$ cat src/rtl/lcd_sprite_overlay.sv
// lcd_sprite_overlay
// Draws an IMG_W x IMG_H sprite, read from an external synchronous ROM, over a
// constant background at a runtime position. When move_en is set the sprite
// bounces inside the active area, one step per frame on the lcd_vs rising edge.
// Pixel path latency is fixed at 3 pclk; de_out is delayed to match pixel_data.
// Optional build macro: LCD_SPRITE_KEY_EN makes KEY_COLOR sprite pixels transparent.
module lcd_sprite_overlay #(
    parameter int IMG_W  = 30,
    parameter int IMG_H  = 30,
    parameter int ADDR_W = 10,
    parameter int DATA_W = 24,
    parameter int X0     = 200,
    parameter int Y0     = 100,
    parameter int STEP   = 4,
    parameter logic [DATA_W-1:0] BG_COLOR  = 24'h000000,
    parameter logic [DATA_W-1:0] KEY_COLOR = 24'hFF00FF
) (
    input  logic              pclk,
    input  logic              rst_n,
    input  logic              lcd_vs,
    input  logic              de_in,
    input  logic [10:0]       pixel_row,
    input  logic [10:0]       pixel_line,
    input  logic [10:0]       h_disp,
    input  logic [10:0]       v_disp,
    input  logic              move_en,
    output logic [ADDR_W-1:0] rom_addr,
    input  logic [DATA_W-1:0] rom_data,
    output logic [DATA_W-1:0] pixel_data,
    output logic              de_out
);

    localparam logic [11:0] IMG_W12 = 12'(IMG_W);
    localparam logic [11:0] IMG_H12 = 12'(IMG_H);
    localparam logic [11:0] STEP12  = 12'(STEP);

`ifdef LCD_SPRITE_KEY_EN
    localparam logic KEY_EN = 1'b1;
`else
    localparam logic KEY_EN = 1'b0;
`endif

    // One bounce step on one axis; returns {new_dir, new_pos}. Sums are 12 bit
    // so pos + STEP + IMG never wraps for 11-bit coordinates.
    function automatic logic [11:0] bounce_step(
        input logic [10:0] pos,
        input logic        dir,
        input logic [10:0] disp,
        input logic [11:0] img
    );
        logic [11:0] p;
        logic [11:0] d;
        logic [11:0] res;
        p = {1'b0, pos};
        d = {1'b0, disp};
        if (d < img) begin
            res = {dir, 11'd0};
        end else if (!dir) begin
            if ((p + STEP12 + img) <= d) begin
                res = {1'b0, 11'(p + STEP12)};
            end else begin
                res = {1'b1, 11'(d - img)};
            end
        end else begin
            if (p >= STEP12) begin
                res = {1'b1, 11'(p - STEP12)};
            end else begin
                res = {1'b0, 11'd0};
            end
        end
        return res;
    endfunction

    logic              vs_d_r;
    logic              frame_tick_s;
    logic [10:0]       x_pos_r, y_pos_r;
    logic              dir_x_r, dir_y_r;
    logic [10:0]       x_nxt_s, y_nxt_s;
    logic              dir_x_nxt_s, dir_y_nxt_s;

    logic [11:0]       row12_s, line12_s, x12_s, y12_s;
    logic              hit_s;
    logic [10:0]       dx_s, dy_s;
    logic [ADDR_W-1:0] addr_s;

    logic              hit1_r, de1_r, hit2_r, de2_r;
    logic [ADDR_W-1:0] rom_addr_r;
    logic [DATA_W-1:0] pixel_r;
    logic              de_out_r;
    logic              key_hit_s;
    logic [DATA_W-1:0] pix_nxt_s;

    assign frame_tick_s = lcd_vs & ~vs_d_r;

    // Next sprite position: only moves on a frame tick with move_en set.
    always_comb begin
        x_nxt_s     = x_pos_r;
        y_nxt_s     = y_pos_r;
        dir_x_nxt_s = dir_x_r;
        dir_y_nxt_s = dir_y_r;
        if (frame_tick_s && move_en) begin
            {dir_x_nxt_s, x_nxt_s} = bounce_step(x_pos_r, dir_x_r, h_disp, IMG_W12);
            {dir_y_nxt_s, y_nxt_s} = bounce_step(y_pos_r, dir_y_r, v_disp, IMG_H12);
        end else begin
            x_nxt_s     = x_pos_r;
            y_nxt_s     = y_pos_r;
            dir_x_nxt_s = dir_x_r;
            dir_y_nxt_s = dir_y_r;
        end
    end

    // Vsync edge detector and sprite position/direction registers.
    always_ff @(posedge pclk or negedge rst_n) begin
        if (!rst_n) begin
            vs_d_r  <= 1'b0;
            x_pos_r <= 11'(X0);
            y_pos_r <= 11'(Y0);
            dir_x_r <= 1'b0;
            dir_y_r <= 1'b0;
        end else begin
            vs_d_r  <= lcd_vs;
            x_pos_r <= x_nxt_s;
            y_pos_r <= y_nxt_s;
            dir_x_r <= dir_x_nxt_s;
            dir_y_r <= dir_y_nxt_s;
        end
    end

    // S1 window test and row-major ROM address (truncated to ADDR_W).
    always_comb begin
        row12_s  = {1'b0, pixel_row};
        line12_s = {1'b0, pixel_line};
        x12_s    = {1'b0, x_pos_r};
        y12_s    = {1'b0, y_pos_r};
        hit_s    = de_in
                 & (row12_s  >= x12_s) & (row12_s  <= (x12_s + IMG_W12 - 12'd1))
                 & (line12_s >= y12_s) & (line12_s <= (y12_s + IMG_H12 - 12'd1));
        dx_s     = pixel_row  - x_pos_r;
        dy_s     = pixel_line - y_pos_r;
        addr_s   = ADDR_W'(dx_s) + (ADDR_W'(dy_s) * ADDR_W'(IMG_W));
    end

    // S3 colour select; keyed pixels fall through to the background.
    always_comb begin
        key_hit_s = KEY_EN & (rom_data == KEY_COLOR);
        pix_nxt_s = BG_COLOR;
        if (hit2_r && !key_hit_s) begin
            pix_nxt_s = rom_data;
        end else begin
            pix_nxt_s = BG_COLOR;
        end
    end

    // Three-stage pixel pipeline: address, ROM read, colour output.
    always_ff @(posedge pclk or negedge rst_n) begin
        if (!rst_n) begin
            hit1_r     <= 1'b0;
            de1_r      <= 1'b0;
            hit2_r     <= 1'b0;
            de2_r      <= 1'b0;
            rom_addr_r <= '0;
            pixel_r    <= BG_COLOR;
            de_out_r   <= 1'b0;
        end else begin
            hit1_r     <= hit_s;
            de1_r      <= de_in;
            rom_addr_r <= hit_s ? addr_s : rom_addr_r;
            hit2_r     <= hit1_r;
            de2_r      <= de1_r;
            pixel_r    <= pix_nxt_s;
            de_out_r   <= de2_r;
        end
    end

    assign rom_addr   = rom_addr_r;
    assign pixel_data = pixel_r;
    assign de_out     = de_out_r;

endmodule
$ cat config.mk
export PLATFORM = sky130hd
export DESIGN_NAME = lcd_sprite_overlay
export DESIGN_NICKNAME = d
export VERILOG_FILES = /design/src/rtl/lcd_sprite_overlay.sv
export SDC_FILE = /design/constraint.sdc
export NUM_CORES = 1
export LEC_CHECK = 0
export CAP_MARGIN = 25
export CORE_MARGIN = 5
export CORE_UTILIZATION = 25
export DETAILED_ROUTE_END_ITERATION = 8
export DONT_BUFFER_PORTS = 1
export PLACE_DENSITY = 0.4
export SYNTH_ARGS = -nofsm -noshare
export SYNTH_HDL_FRONTEND = slang
export SYNTH_SLANG_ARGS = --single-unit
export TNS_END_PERCENT = 1
$ cat constraint.sdc
create_clock -name pclk -period 13.45 [get_ports pclk]
set_clock_uncertainty 0.2 [all_clocks]
set_input_delay 1.345 -clock pclk [delete_from_list [all_inputs] [get_ports pclk]]
set_output_delay 1.345 -clock pclk [all_outputs]
set_load 0.03 [all_outputs]
Word-level counts from Yosys, hierarchy flattened
Cells that the tools add are included.
Cells by class
  add/subtract/negate cells: 15
  reduce and logical (&&, ||, !) cells: 3
  mux-type cells: 9
  magnitude comparators: 10
  bitwise logic cells: 8
  multiply operators: 1
Operator list (count)
  2-to-1 mux 12 bit: 6
  adder 11 x 3 -> 12 bit, second input constant: 2
  adder 11 x 5 -> 12 bit, second input constant: 2
  adder 12 x 5 -> 12 bit, second input constant: 2
  less-or-equal comparator 11 x 12 -> 1 bit: 2
  less-or-equal comparator 12 x 11 -> 1 bit: 2
  2-to-1 mux 24 bit: 1
  subtractor 12 x 1 -> 12 bit, second input constant: 2
  greater-or-equal comparator 11 bit: 2
  greater-or-equal comparator 11 x 3 -> 1 bit, second input constant: 2
  less-than comparator 11 x 5 -> 1 bit, second input constant: 2
  2-to-1 mux 11 bit: 2
  subtractor 11 x 3 -> 11 bit, second input constant: 2
  subtractor 11 x 5 -> 11 bit, second input constant: 2
  subtractor 10 bit: 2
  adder 10 bit: 1
  multiplier 10 x 4 -> 9 bit, second input constant: 1
  bitwise AND 1 bit: 5
  AND reduction 2 bit: 2
  NOT 1 bit: 3
  logical AND 1 bit: 1
Word-level totals
  output and inout bits: 35
  register bits after elaboration: 64
  input port bits: 73

Depth between registers and ports, before layout
Gate-level depths: netlist (run 1).
  depth in word-level cells: 6
  gate-level depth with buffers: 24
  mapped depth without buffers: 24

Least setup slack after synthesis (run 1)
No wires, ideal clock.
  kind: input to register
  start: input pixel_line[0]
  end: register rom_addr_r[9] (netlist: rom_addr[9])
  buffers on the path: 0
  required time: 13.125 ns
  arrival time: 6.155 ns
  setup time: 0.125 ns
  slack: 6.970 ns
  stages: 23
  cells stage by stage: inv_1 -> ha_1 -> inv_1 -> fa_1 -> xnor2_1 -> fa_1 -> inv_1 -> ha_1 -> xnor2_1 -> ha_1 -> a21o_1 -> a21oi_1 -> o21bai_1 -> a21oi_1 -> xor2_1 -> fa_1 -> xor2_1 -> xnor2_1 -> xnor2_1 -> xnor2_1 -> xnor2_1 -> xnor3_1 -> mux2_2
Between the ends
  cells in the longest elaborated chain, start to end: 3
RTL lines
  start, declared: RTL line 23  | input logic [10:0] pixel_line,
  subtractor 10 bit / greater-or-equal comparator 11 bit (equally long branches): RTL line 139, 137
  multiplier 10 x 4 -> 9 bit / bitwise AND 1 bit (equally long branches): RTL line 140, 137
  adder 10 bit / bitwise AND 1 bit (equally long branches): RTL line 140, 137
  end signal, assigned: RTL line 167  | rom_addr_r <= hit_s ? addr_s : rom_addr_r;
  end, declared: RTL line 87  | logic [ADDR_W-1:0] rom_addr_r;
Several ways; a longest one is shown, not always the timed one.
A chain may end at the register's enable or synchronous reset.

Worst setup path in the final report (run 1)
Ends and elaborated chain as after synthesis.

==> results.yml, run 1 <==
placement:
  hpwl_mm: 16.1
  place_congestion: 0.774
  port_buffers: 0
worst_setup_path:
  rr_endpoint: "rom_addr[9]"
  reg2reg_depth: 21
  required_ps: 13490
  slowest_delay_ps: 610
  cp_cell_sequence: "inv_1, ha_1, inv_1, fa_1, xnor2_1, fa_1, inv_1, ha_1, xnor2_1, ha_1, a21o_1, a21oi_1, o21bai_1, a21oi_1, xor2_1, fa_1, xor2_1, xnor2_1, xnor2_1, xnor2_1, xnor2_1, xnor3_1, mux2_2"
  arrival_ps: 6630
  r2r_slack_ps: 7350
  path_class: "input port to register"
  timing.rr.start: "y_pos_r[2]"
  startpoint_type: "input port"
  cp_max_fo: 6
  slowest_stage: "xnor2_1"
  endpoint_kind: "register"
  cp_common_cell: "xnor2_1"
detailed_routing:
  maxUsedRoutingLayer: "met4"
  vias: 5455
  drc: 0
  dr_wl_met3_mm: 1.57
  vias_per_cell: 4.68
  met2_length_mm: 9.38
  drtIter0Drc: 218
  ant_nets: 0
  routed_wl_mm: 19.5
  drtPass1Iterations: 4
  met1_length_mm: 8.44
  detail_route.wl_per_cell_um: 16.8
yosys:
  synth_area_leaders: "dfrtp_1 21%, ha_1 18%, xnor2_1 8.7%"
  synthSimpleGateAreaFrac_pct: 16.5
  yosys.area.top_type: "dfrtp_1"
  ys.flop_type: "dfrtp_1"
  yosysTopAreaCellShare_pct: 20.6
  ys_warn_count: 0
  synthMuxAreaShare_pct: 4.36
  ys_ff_latch: 64
  synth_cells: 793
  synthArstFlopShare_pct: 100
  synth_compound_area_share_pct: 14.9
  ys_seq_area_share_pct: 22.8
  synthAdderAreaFrac_pct: 22.6
  synth_fp_nets: 983
  synth_top_family_by_area: "adder cells"
  ys_types: 70
  synth_area_per_cell_um2: 8.91
  synthXorXnorAreaFrac_pct: 11.9
  synth-edff-count: 0
  syn-cell-area_um2: 7060
clocking:
  cts.clk_slew.worst_paths_ps: 70
  cts_sinks: 64
  cts_hold_buffers: 0
  cts_setup_buffers: 0
  cts-root-buf: "clkbuf_16"
  htreeDepth: 3
  ctsResizeCount: 0
  cts_tree: "done"
  insertion_delay_ps: 350
  cts_buffer_depth: 2
  cts_buffers: 9
floorplanning:
  coreArea_um2: 27900
  start_util_pct: 25.3
  die-height_um: 178
  die_area_um2: 31700
  rows: 61
  io_pins: 108
  die_w_um: 178
min_path:
  hold_depth: 0
  min_path_type: "register to register"
  worstHoldStart: "de1_r"
  hold_end: "de2_r"
global_route:
  grt_pass1_wl_mm: 31.5
  grtUsageTotal_pct: 12.6
  grt_max_degree: 65
  grt_overflow_total: 0
  first_global_vias: 5811
  antenna_found_initial: 0
timing:
  fmax_mhz: 152
  tns_ps: 0
  rsz0062_at_grt: "no"
  relSlewSlack_pct: 41.0
  fin_crit_sh_pct: 49.0
  period_needed_ps: 6590
  final_hold_viol_count: 0
  slew_viol_final: 0
  setup_violations: 0
  worstMarginPinSlew_ps: 878
cells_and_area:
  multi_input_area_um2: 4960
  regArea_um2: 1610
  num_antenna_cells: 0
  num-fill-cells: 3059
  fin_nets: 973
  synthToLayoutAreaGrowth_pct: 9.51
  drive_above_1_share_pct: 7.23
flow_run:
  maxCapViolCount: 0
status:
  status: "completed"
per-stage QoR:
stage	utilization, %	hold slack, ps	cell area, um2	setup WS (ps)	cells
floorplan	-	131	7060	6970	793
detailed placement	26.6	136	7410	6480	1150
global placement	26.6	132	7410	6580	1150
CTS	27.8	150	7730	6850	1166
global route	27.8	161	7730	6500	1166
finish	27.8	146	7730	6860	1166
flip-flops by register name, summed over array words and instances, names as in the netlist:
| signal | cells |
|---|---|
| de2_r | 1 |
| hit2_r | 1 |
| vs_d_r | 1 |
| de_out | 1 |
| x_pos_r | 11 |
| hit1_r | 1 |
| dir_y_r | 1 |
| de1_r | 1 |
| dir_x_r | 1 |
| rom_addr | 10 |
| y_pos_r | 11 |
| pixel_data | 24 |
cells in the mapped netlist (5+ instances only):
| library cell | n |
|---|---|
| clkbuf_1 | 6 |
| o211ai_1 | 7 |
| nand4_1 | 11 |
| mux2i_1 | 15 |
| nand3_1 | 26 |
| a221o_1 | 8 |
| nand2_1 | 33 |
| nor2b_1 | 11 |
| nand2b_1 | 6 |
| a21oi_1 | 34 |
| xor2_1 | 16 |
| o21ai_0 | 38 |
| dfrtp_1 | 58 |
| buf_2 | 10 |
| fa_1 | 16 |
| nor3_1 | 21 |
| o221ai_1 | 6 |
| inv_1 | 93 |
| nor2_1 | 44 |
| buf_6 | 5 |
| xnor2_1 | 70 |
| and2_1 | 26 |
| a21o_1 | 15 |
| mux2_2 | 14 |
| ha_1 | 101 |
| dfstp_2 | 6 |
| nor4_1 | 13 |
| o21a_1 | 7 |
metal layers:
metal | track usage (%) | vias up
li1 | - | 2749
met5 | 0 | -
met2 | 22.4 | 127
met1 | 14.9 | 2565
met3 | 4.58 | 14
met4 | 1.77 | 0
placed cells by master, fill, tap and decap left out, types with 16 or more instances in the layout:
cell / netlist / routed
ha_1: 101 / 101
inv_1: 93 / 93
xnor2_1: 70 / 70
dfrtp_1: 58 / 58
nor2_1: 44 / 44
o21ai_0: 38 / 38
a21oi_1: 34 / 34
nand2_1: 33 / 33
nand3_1: 26 / 26
and2_1: 26 / 26
nor3_1: 21 / 21
xor2_1: 16 / 16
fa_1: 16 / 16
worst max-delay path: cells and delay by family:
| family | cells | cell delay (ps) |
|---|---|---|
| AO/OA/AOI/OAI | 4 | 660 |
| XOR/XNOR | 9 | 2160 |
| adder cells (fa/ha/maj) | 6 | 2020 |
| multiplexers | 1 | 260 |
| buffers and inverters | 3 | 190 |
kinds of logic (layout without fill, tap and decap cells):
kind of cell | count (synthesis) | after routing
xor+xnor | 91 | 91
mux | 29 | 29
buf+inv | 116 | 111
compound gates | 156 | 156
simple gates | 219 | 219
flops | 64 | 64
fa+ha+maj | 118 | 118
cell type report:
cell class | count | area share [%]
Inverter | 93 | 4.51
Tap cell | 378 | 6.12
Clock inverter | 7 | 1.33
Sequential cell | 64 | 20.8
Clock buffer | 9 | 2.91
Timing Repair Buffer | 2 | 0.194
Multi-Input combinational cell | 613 | 64.1
worst max path at each step:
| stage | to | slack (ps) | from |
|---|---|---|---|
| 2_1_floorplan | rom_addr[9] | 6970 | pixel_line[0] |
| 3_3_place_gp | rom_addr[9] | 6580 | pixel_line[0] |
| 3_5_place_dp | rom_addr[9] | 6480 | pixel_line[0] |
| 4_1_cts | rom_addr[9] | 6850 | pixel_line[0] |
| 5_1_grt | rom_addr[9] | 6500 | pixel_line[0] |
| 6_report | rom_addr[9] | 6860 | pixel_line[0] |
Power of run 1 is left out: the tool's default activity adds up to more than one toggle a clock period on the data nets, which glitch-free logic cannot reach.
==> run 2, diff against run 1 <==
- clock period: 13.45 -> 6.7 ns (I/O delays scaled with it)
==> run 2 against run 1 <==
Setup slack worse by 6100 ps; cell area is 0.49% higher; count of clock-buffer cells in the layout stayed put; critical endpoint unchanged.
==> results.yml, run 2 (synthesis results as in run 1) <==
floorplanning:
  die-height_um: 178
  io_pins: 108
  start_util_pct: 25.3
  die_w_um: 178
  die_area_um2: 31700
  rows: 61
  coreArea_um2: 27900
timing:
  tns_ps: 0
  rsz0062_at_grt: "no"
  relSlewSlack_pct: 45.8
  final_hold_viol_count: 0
  slew_viol_final: 0
  worstMarginPinSlew_ps: 806
  period_needed_ps: 5910
  fin_crit_sh_pct: 88.2
  setup_violations: 0
  fmax_mhz: 169
cells_and_area:
  final_cell_mix: "101 x ha_1, 93 x inv_1, 70 x xnor2_1"
  synthToLayoutAreaGrowth_pct: 10.0
  drive_above_1_share_pct: 7.47
  layout_commonest_cell: "ha_1"
  fin_nets: 975
  largest_reg_flops: 24
  num_antenna_cells: 0
detailed_routing:
  drc: 0
  drtIter0Drc: 208
  vias_per_cell: 4.65
  drtPass1Iterations: 4
  detail_route.wl_per_cell_um: 16.4
  ant_nets: 0
  vias: 5436
  routed_wl_mm: 19.2
worst_setup_path:
  cp_cell_sequence: "inv_1, ha_1, o21a_1, o31a_1, o31ai_1, a21bo_2, xnor2_1, ha_1, inv_1, fa_1, inv_1, ha_1, xor2_1, fa_1, xor2_1, xnor2_1, xnor2_1, xnor2_1, xnor2_1, xnor3_1, mux2_2"
  path_class: "register to register"
  startpoint_type: "register"
  arrival_ps: 5940
  cp_max_fo: 11
  crit_family: "adder cells"
  slowest_stage: "dfstp_2"
  path_buf_inv: 3
  slowest_delay_ps: 660
  required_ps: 6730
  cp_common_cell: "xnor2_1"
  endpoint_kind: "register"
placement:
  place_congestion: 0.782
  hpwl_mm: 16.0
  port_buffers: 0
clocking:
  cts_buffers: 9
  cts_sinks: 64
  htreeDepth: 3
  cts_tree: "done"
  insertion_delay_ps: 340
  cts-root-buf: "clkbuf_16"
  cts.clk_slew.worst_paths_ps: 60
  cts_buffer_depth: 2
min_path:
  min_path_type: "input port to async pin"
global_route:
  grtUsageTotal_pct: 12.2
  grt_overflow_total: 0
  grt_max_degree: 65
  antenna_found_initial: 0
  first_global_vias: 5725
  grt_pass1_wl_mm: 30.8
status:
  status: "completed"
flow_run:
  maxCapViolCount: 0
## run 2: cell count changes in the layout (fill, tap and decap cells not counted)
| cell | before | now |
|---|---|---|
| buf_16 | 0 | 1 |
| clkinv_4 | 2 | 3 |
| clkinv_2 | 1 | 0 |
| inv_6 | 1 | 0 |
| clkinvlp_4 | 0 | 1 |
| buf_4 | 2 | 3 |
## run 2: what timing repair did
| action | 4_1_cts | 5_1_grt |
|---|---|---|
| hold buffers | 1 | 0 |
| resized for setup | 0 | 0 |
| hold endpoints to repair | 64 | 0 |
| buffers inserted | 0 | 0 |
## run 2: final timing paths
kind | startpoint | end | slack [ps] | depth (start not counted)
max | y_pos_r[2] | rom_addr[9] | 790 | 21
max in group asynchronous | rst_n | x_pos_r[3] | 5970 | 1
min reg2reg | hit1_r | hit2_r | 150 | 0
min | rst_n | rom_addr[4] | 10 | 1
min in group pclk | de_in | de1_r | 150 | 0
max reg2reg | y_pos_r[2] | rom_addr[9] | 790 | 21
## run 2: metal layers
metal	up-vias	part of all wire, %	global-route usage, %
li1	2748	-	-
met1	2573	44	14.9
met2	108	48	21.6
met3	7	7.7	3.90
met4	0	0.31	1.55
met5	-	0	0
## run 2: through the flow
step	instances	worst slack (ps)	utilization [%]	cell area (um2)	hold WS, ps
finish	1168	789	27.9	7770	13.8
CTS	1168	743	27.9	7770	8.98
detailed placement	1151	590	26.6	7410	135
global route	1168	342	27.9	7770	21.5
global placement	1151	646	26.6	7410	132
floorplan	793	895	-	7060	131
## run 2: cell type report
class	count	area, um2
fill	3034	20100
multi-input combinational	613	4960
sequential	64	1610
tap	378	473
inverter	93	349
clock buffer	9	225
clock inverter	7	105
timing repair buffer	4	50.0
## run 2: worst register-to-register path: stages (launching register included)
cell and delay (ps):
dfstp_2 660, inv_1 140, ha_1 370, o21a_1 190, o31a_1 130, o31ai_1 360, a21bo_2 340, xnor2_1 150
ha_1 280, inv_1 50, fa_1 530, inv_1 40, ha_1 310, xor2_1 180, fa_1 380, xor2_1 180
xnor2_1 190, xnor2_1 150, xnor2_1 150, xnor2_1 140, xnor3_1 420, mux2_2 270
Power of run 2 is left out for the same reason.
